`config.mk`:
```
export PLATFORM = sky130hd
export DESIGN_NAME = multicycle_controller
export DESIGN_NICKNAME = d
export VERILOG_FILES = /design/src/rtl/multicycle_controller.sv
export SDC_FILE = /design/constraint.sdc
export NUM_CORES = 1
export LEC_CHECK = 0
export BUFFER_PORTS_ARGS = -buffer_cell sky130_fd_sc_hd__buf_2
export CORE_MARGIN = 8
export CORE_UTILIZATION = 55
export CTS_BUF_LIST = sky130_fd_sc_hd__clkbuf_8 sky130_fd_sc_hd__clkbuf_16
export CTS_CLUSTER_DIAMETER = 200
export CTS_CLUSTER_SIZE = 10
export DETAILED_ROUTE_END_ITERATION = 12
export GPL_ROUTABILITY_DRIVEN = 0
export GPL_TIMING_DRIVEN = 0
export PLACE_DENSITY = 0.85
export SETUP_SLACK_MARGIN = 0.02
export SYNTH_ARGS = -nofsm -noshare
export SYNTH_HDL_FRONTEND = slang
export SYNTH_SLANG_ARGS = --single-unit
export TNS_END_PERCENT = 50
```
`constraint.sdc`:
```
create_clock -name clock -period 6.4 [get_ports clock]
set_clock_uncertainty 0.15 [all_clocks]
set_input_delay 0.96 -clock clock [delete_from_list [all_inputs] [get_ports clock]]
set_output_delay 0.96 -clock clock [all_outputs]
set_load 0.05 [all_outputs]
```
`src/rtl/multicycle_controller.sv`:
```
// multicycle_controller: Moore FSM control unit for a multicycle RISC-V core with a shared, stallable memory.
//   in : clock, reset (async active-low), op, funct3, funct7b5, Zero, mem_ready
//   out: mem_req, MemWrite, IRWrite, PCWrite, AdrSrc, RegWrite, ResultSrc, ALUSrcA, ALUSrcB,
//        ImmSrc, ALUControl, halted, state, retired (retired-instruction count, wraps at 2^32)
module multicycle_controller (
    input  logic        clock,
    input  logic        reset,
    input  logic [6:0]  op,
    input  logic [2:0]  funct3,
    input  logic        funct7b5,
    input  logic        Zero,
    input  logic        mem_ready,
    output logic        mem_req,
    output logic        MemWrite,
    output logic        IRWrite,
    output logic        PCWrite,
    output logic        AdrSrc,
    output logic        RegWrite,
    output logic [1:0]  ResultSrc,
    output logic [1:0]  ALUSrcA,
    output logic [1:0]  ALUSrcB,
    output logic [1:0]  ImmSrc,
    output logic [2:0]  ALUControl,
    output logic        halted,
    output logic [3:0]  state,
    output logic [31:0] retired
);
    typedef enum logic [3:0] {
        FETCH    = 4'd0,
        DECODE   = 4'd1,
        MEMADR   = 4'd2,
        MEMREAD  = 4'd3,
        MEMWB    = 4'd4,
        MEMWRITE = 4'd5,
        EXECR    = 4'd6,
        ALUWB    = 4'd7,
        EXECI    = 4'd8,
        JAL      = 4'd9,
        BEQ      = 4'd10,
        HALT     = 4'd11
    } state_t;

    state_t     cur, nxt;
    logic [1:0] aluop;
    logic       req, mw, irw, pcw, rw;
    logic       retire;

    always_ff @(posedge clock or negedge reset) begin
        if (!reset) begin
            cur     <= FETCH;
            retired <= '0;
        end else begin
            cur <= nxt;
            if (retire)
                retired <= retired + 32'd1;
        end
    end

    // Every path back into FETCH completes an instruction; FETCH self-loops
    // (stalls) and HALT never reach FETCH without a reset.
    assign retire = (cur != FETCH) && (nxt == FETCH);

    always_comb begin
        nxt = cur;
        case (cur)
            FETCH:    nxt = mem_ready ? DECODE : FETCH;
            DECODE:   nxt = (op == 7'b0000011 || op == 7'b0100011) ? MEMADR :
                            (op == 7'b0110011) ? EXECR :
                            (op == 7'b0010011) ? EXECI :
                            (op == 7'b1101111) ? JAL :
                            (op == 7'b1100011) ? BEQ : HALT;
            MEMADR:   nxt = (op == 7'b0000011) ? MEMREAD : MEMWRITE;
            MEMREAD:  nxt = mem_ready ? MEMWB : MEMREAD;
            MEMWRITE: nxt = mem_ready ? FETCH : MEMWRITE;
            EXECR, EXECI, JAL: nxt = ALUWB;
            MEMWB, ALUWB, BEQ: nxt = FETCH;
            default:  nxt = HALT;
        endcase
    end

    always_comb begin
        req       = 1'b0;
        mw        = 1'b0;
        irw       = 1'b0;
        pcw       = 1'b0;
        rw        = 1'b0;
        AdrSrc    = 1'b0;
        ResultSrc = 2'b00;
        ALUSrcA   = 2'b00;
        ALUSrcB   = 2'b00;
        aluop     = 2'b00;
        case (cur)
            FETCH: begin
                req       = 1'b1;
                ALUSrcB   = 2'b10;
                ResultSrc = 2'b10;
                irw       = mem_ready;
                pcw       = mem_ready;
            end
            DECODE: begin
                ALUSrcA = 2'b01;
                ALUSrcB = 2'b01;
            end
            MEMADR: begin
                ALUSrcA = 2'b10;
                ALUSrcB = 2'b01;
            end
            MEMREAD: begin
                req    = 1'b1;
                AdrSrc = 1'b1;
            end
            MEMWRITE: begin
                req    = 1'b1;
                AdrSrc = 1'b1;
                mw     = 1'b1;
            end
            MEMWB: begin
                ResultSrc = 2'b01;
                rw        = 1'b1;
            end
            EXECR: begin
                ALUSrcA = 2'b10;
                aluop   = 2'b10;
            end
            EXECI: begin
                ALUSrcA = 2'b10;
                ALUSrcB = 2'b01;
                aluop   = 2'b10;
            end
            ALUWB: rw = 1'b1;
            JAL: begin
                ALUSrcA = 2'b01;
                ALUSrcB = 2'b10;
                pcw     = 1'b1;
            end
            BEQ: begin
                ALUSrcA = 2'b10;
                aluop   = 2'b01;
                pcw     = Zero;
            end
            default: ;
        endcase
    end

    // The state register resets asynchronously to FETCH, whose Moore outputs
    // request memory; gate the enables so nothing fires while reset is low.
    assign mem_req  = req & reset;
    assign MemWrite = mw & reset;
    assign IRWrite  = irw & reset;
    assign PCWrite  = pcw & reset;
    assign RegWrite = rw & reset;

    // Only R-type (op[5]=1) uses funct7b5 to select subtract; addi ignores it.
    always_comb
        ALUControl = (aluop == 2'b01) ? 3'b001 :
                     (aluop != 2'b10) ? 3'b000 :
                     (funct3 == 3'b000) ? ((op[5] & funct7b5) ? 3'b001 : 3'b000) :
                     (funct3 == 3'b010) ? 3'b101 :
                     (funct3 == 3'b110) ? 3'b011 :
                     (funct3 == 3'b111) ? 3'b010 : 3'b000;

    always_comb
        ImmSrc = (op == 7'b0100011) ? 2'b01 :
                 (op == 7'b1100011) ? 2'b10 :
                 (op == 7'b1101111) ? 2'b11 : 2'b00;

    assign state  = cur;
    assign halted = (cur == HALT);
endmodule
```
==> results.json <==
{
  "synth_edf_count": 0,
  "cts_buffer_depth": 2,
  "cp-start-kind": "input pin",
  "r2r_cells": 7,
  "port_buffers": 68,
  "clkSinkCount": 36,
  "hold_violations": 0,
  "synth-main-ff-cell": "dfrtp_1",
  "place_ws_ns": 2.91,
  "drtPass1Iterations": 4,
  "grt_pass1_vias": 1995,
  "drtAntennaViolNets": 0,
  "cp_cell_sequence": "buf_2, and3_1, o21bai_1, buf_2",
  "layout.nets": 329,
  "yosys.cell_count.top_type": "dfrtp_1",
  "rsz0062_at_grt": "no",
  "routed_wl_mm": 5.58,
  "seq_area_frac_synth_pct": 40.0,
  "hold_depth": 1,
  "status": "complete, no violations",
  "grt_use_total_pct": 17.7,
  "ys_seq_elements": 36,
  "route.detailed.drc": 0,
  "fin_tns_setup_ns": 0,
  "area_growth_pct": 21.9,
  "die_y_um": 80.0,
  "fin_hold_ws_ns": 0.314,
  "synth_top_cell_by_area": "dfrtp_1",
  "yosysUniqueCellTypes": 49,
  "cts_root_buffer": "clkbuf_8",
  "die_area_um2": 6400,
  "worstMarginPinSlew_ns": 0.846,
  "clkTransAtPathRegs_ns": 0.07,
  "fin_crit_sh_pct": 53.9,
  "syn_avg_cell_area_um2": 9.46,
  "clk_latency_ns": 0.27,
  "end_kind": "output pin",
  "power_density_nw_per_um2": 147,
  "numCtsBuffers": 5,
  "min_period_ns": 3.45,
  "cap_violations": 0,
  "post_cts_buffers": 0,
  "num_vias": 2051,
  "vias_per_cell": 5.63,
  "critical-path-slowest-cell": "buf_2",
  "r2r_slack_ns": 3.63,
  "ys_warn_count": 0,
  "layout-drive-gt1-share_pct": 31.2,
  "setup_viol_count_final": 0,
  "cts_hold_buf": 0,
  "synth_common_cells": "36 x dfrtp_1, 23 x xor2_1, 20 x nor2_1, 15 x nor3_1",
  "crit_arrival_ns": 2.34,
  "syn_area_um2": 2250,
  "finalPower_w": 0.000403,
  "htree_num_levels": 2,
  "ir_drop_uv": 184,
  "wl_per_cell_um": 15.3,
  "relSlewSlack_pct": 43.6,
  "antenna_found_initial": 0,
  "synth_top_area_share_pct": 40.0,
  "grt_pass1_wl_mm": 9.34,
  "async_flop_share_pct": 100,
  "syn_inst": 238,
  "syn-num-nets": 254,
  "fp.dieW_um": 80.0,
  "fillCellCount": 330,
  "path_max_fanout": 40,
  "finalMaxSlewViolations": 0,
  "fmax_mhz": 290,
  "cts_resized": 0,
  "cts_tree": "done",
  "diodes": 0,
  "crit_type": "input pin to output pin",
  "cp_data_required_time_ns": 5.29,
  "overflow": 0,
  "hold_class": "flop to flop",
  "drt-initial-drc-count": 143,
  "dp_hpwl_mm": 4.27,
  "synth.area.top_cells": "dfrtp_1 40%, xor2_1 8.9%, nor4_2 7.2%, xnor2_1 3.9%, nor2_1 3.3%",
  "initial_core_util_pct": 56.7,
  "rows": 23,
  "critical_path.max_stage_delay_ns": 0.64,
  "leakagePower_nw": 1.36,
  "layout_setup_ws_ns": 2.95,
  "ios": 69,
  "grt_max_degree": 41,
  "crit_top_cell": "buf_2",
  "core_area_um2": 3970
}
[state kept, by name, indices dropped and copies added (netlist names)]
signal   flops
retired     32
state        4
[final timing paths]
path                        startpoint     endpoint
max                              reset      PCWrite
min                        retired[31]  retired[31]
max reg2reg                   state[2]   retired[1]
min reg2reg                retired[31]  retired[31]
max in group asynchronous        reset  retired[12]
min in group asynchronous        reset  retired[26]
[critical path, delay by kind of cell]
kind | cells | cell delay (ns)
AOI/OAI and AO/OA | 1 | 0.13
buffers and inverters | 2 | 0.92
and+or+nand+nor | 1 | 0.32
[per-layer routing]
metal  vias to the layer above  track usage [%]  routed length (um)
li1                        998                -                   -
met1                       984             24.1                2460
met2                        63             28.1                2740
met3                         6             4.17                 331
met4                         0             3.27                  55
met5                         -                0                   0
[power by group]
part	switching [W]	internal, W	total [W]
sequential	0	0.000227	0.000227
clock	0.0000745	0.0000846	0.000159
combinational	0.0000105	0.00000577	0.0000162
[layout make-up]
type / count / area, um^2 / area share (%)
clock buffer: 6 / 82.6 / 3.01
clock inverter: 2 / 7.51 / 0.274
buffer: 13 / 73.8 / 2.69
sequential: 36 / 901 / 32.8
multi-input combinational: 178 / 1230 / 45.0
tap: 50 / 62.6 / 2.28
timing repair buffer: 68 / 340 / 12.4
inverter: 11 / 41.3 / 1.50
[per-stage QoR]
step                      cells  cell area, um^2  util [%]
final                       364             2740      69.1
after global routing        364             2740      69.1
after CTS                   364             2740      69.1
after detailed placement    356             2650      66.8
after global placement      356             2650      66.8
after floorplan             238             2250         -
[logic make-up (layout without fill, tap and decap cells)]
logic type / Yosys count / in the layout / synth area share [%]
and+or+nand+nor: 117 / 117 / 32.6
DFF: 36 / 36 / 40.0
xor gates and xnor gates: 33 / 33 / 12.8
AOI/OAI and AO/OA: 24 / 24 / 7.39
buffers and inverters: 24 / 100 / 5.11
adders and majority gates: 2 / 2 / 1.00
muxes: 2 / 2 / 1.00
[cell usage in the layout (no fill, tap or decap), types with 2 or more instances in the layout]
master    synthesis  final
nor2b_1           5      5
or4_1             2      2
nor3_1           15     15
nor4_2           13     13
clkbuf_1          3      3
nor3b_1           3      3
or4bb_1           2      2
nor4_1            4      4
a211oi_1          2      2
nand3_1          12     12
xor2_1           23     23
buf_1             2      2
and3_1            5      5
nand2_1          13     13
a21oi_1           7      7
nor4b_1           3      3
nor2_1           20     20
inv_1            11     13
clkbuf_8          0      6
o21ai_0           2      2
o21bai_1          2      2
buf_2             5     73
nand3b_1          2      2
nand2b_1          7      7
nand4_1           5      5
dfrtp_1          36     36
xnor2_1          10     10
buf_6             2      2
Power figures use the tool's default switching activity.
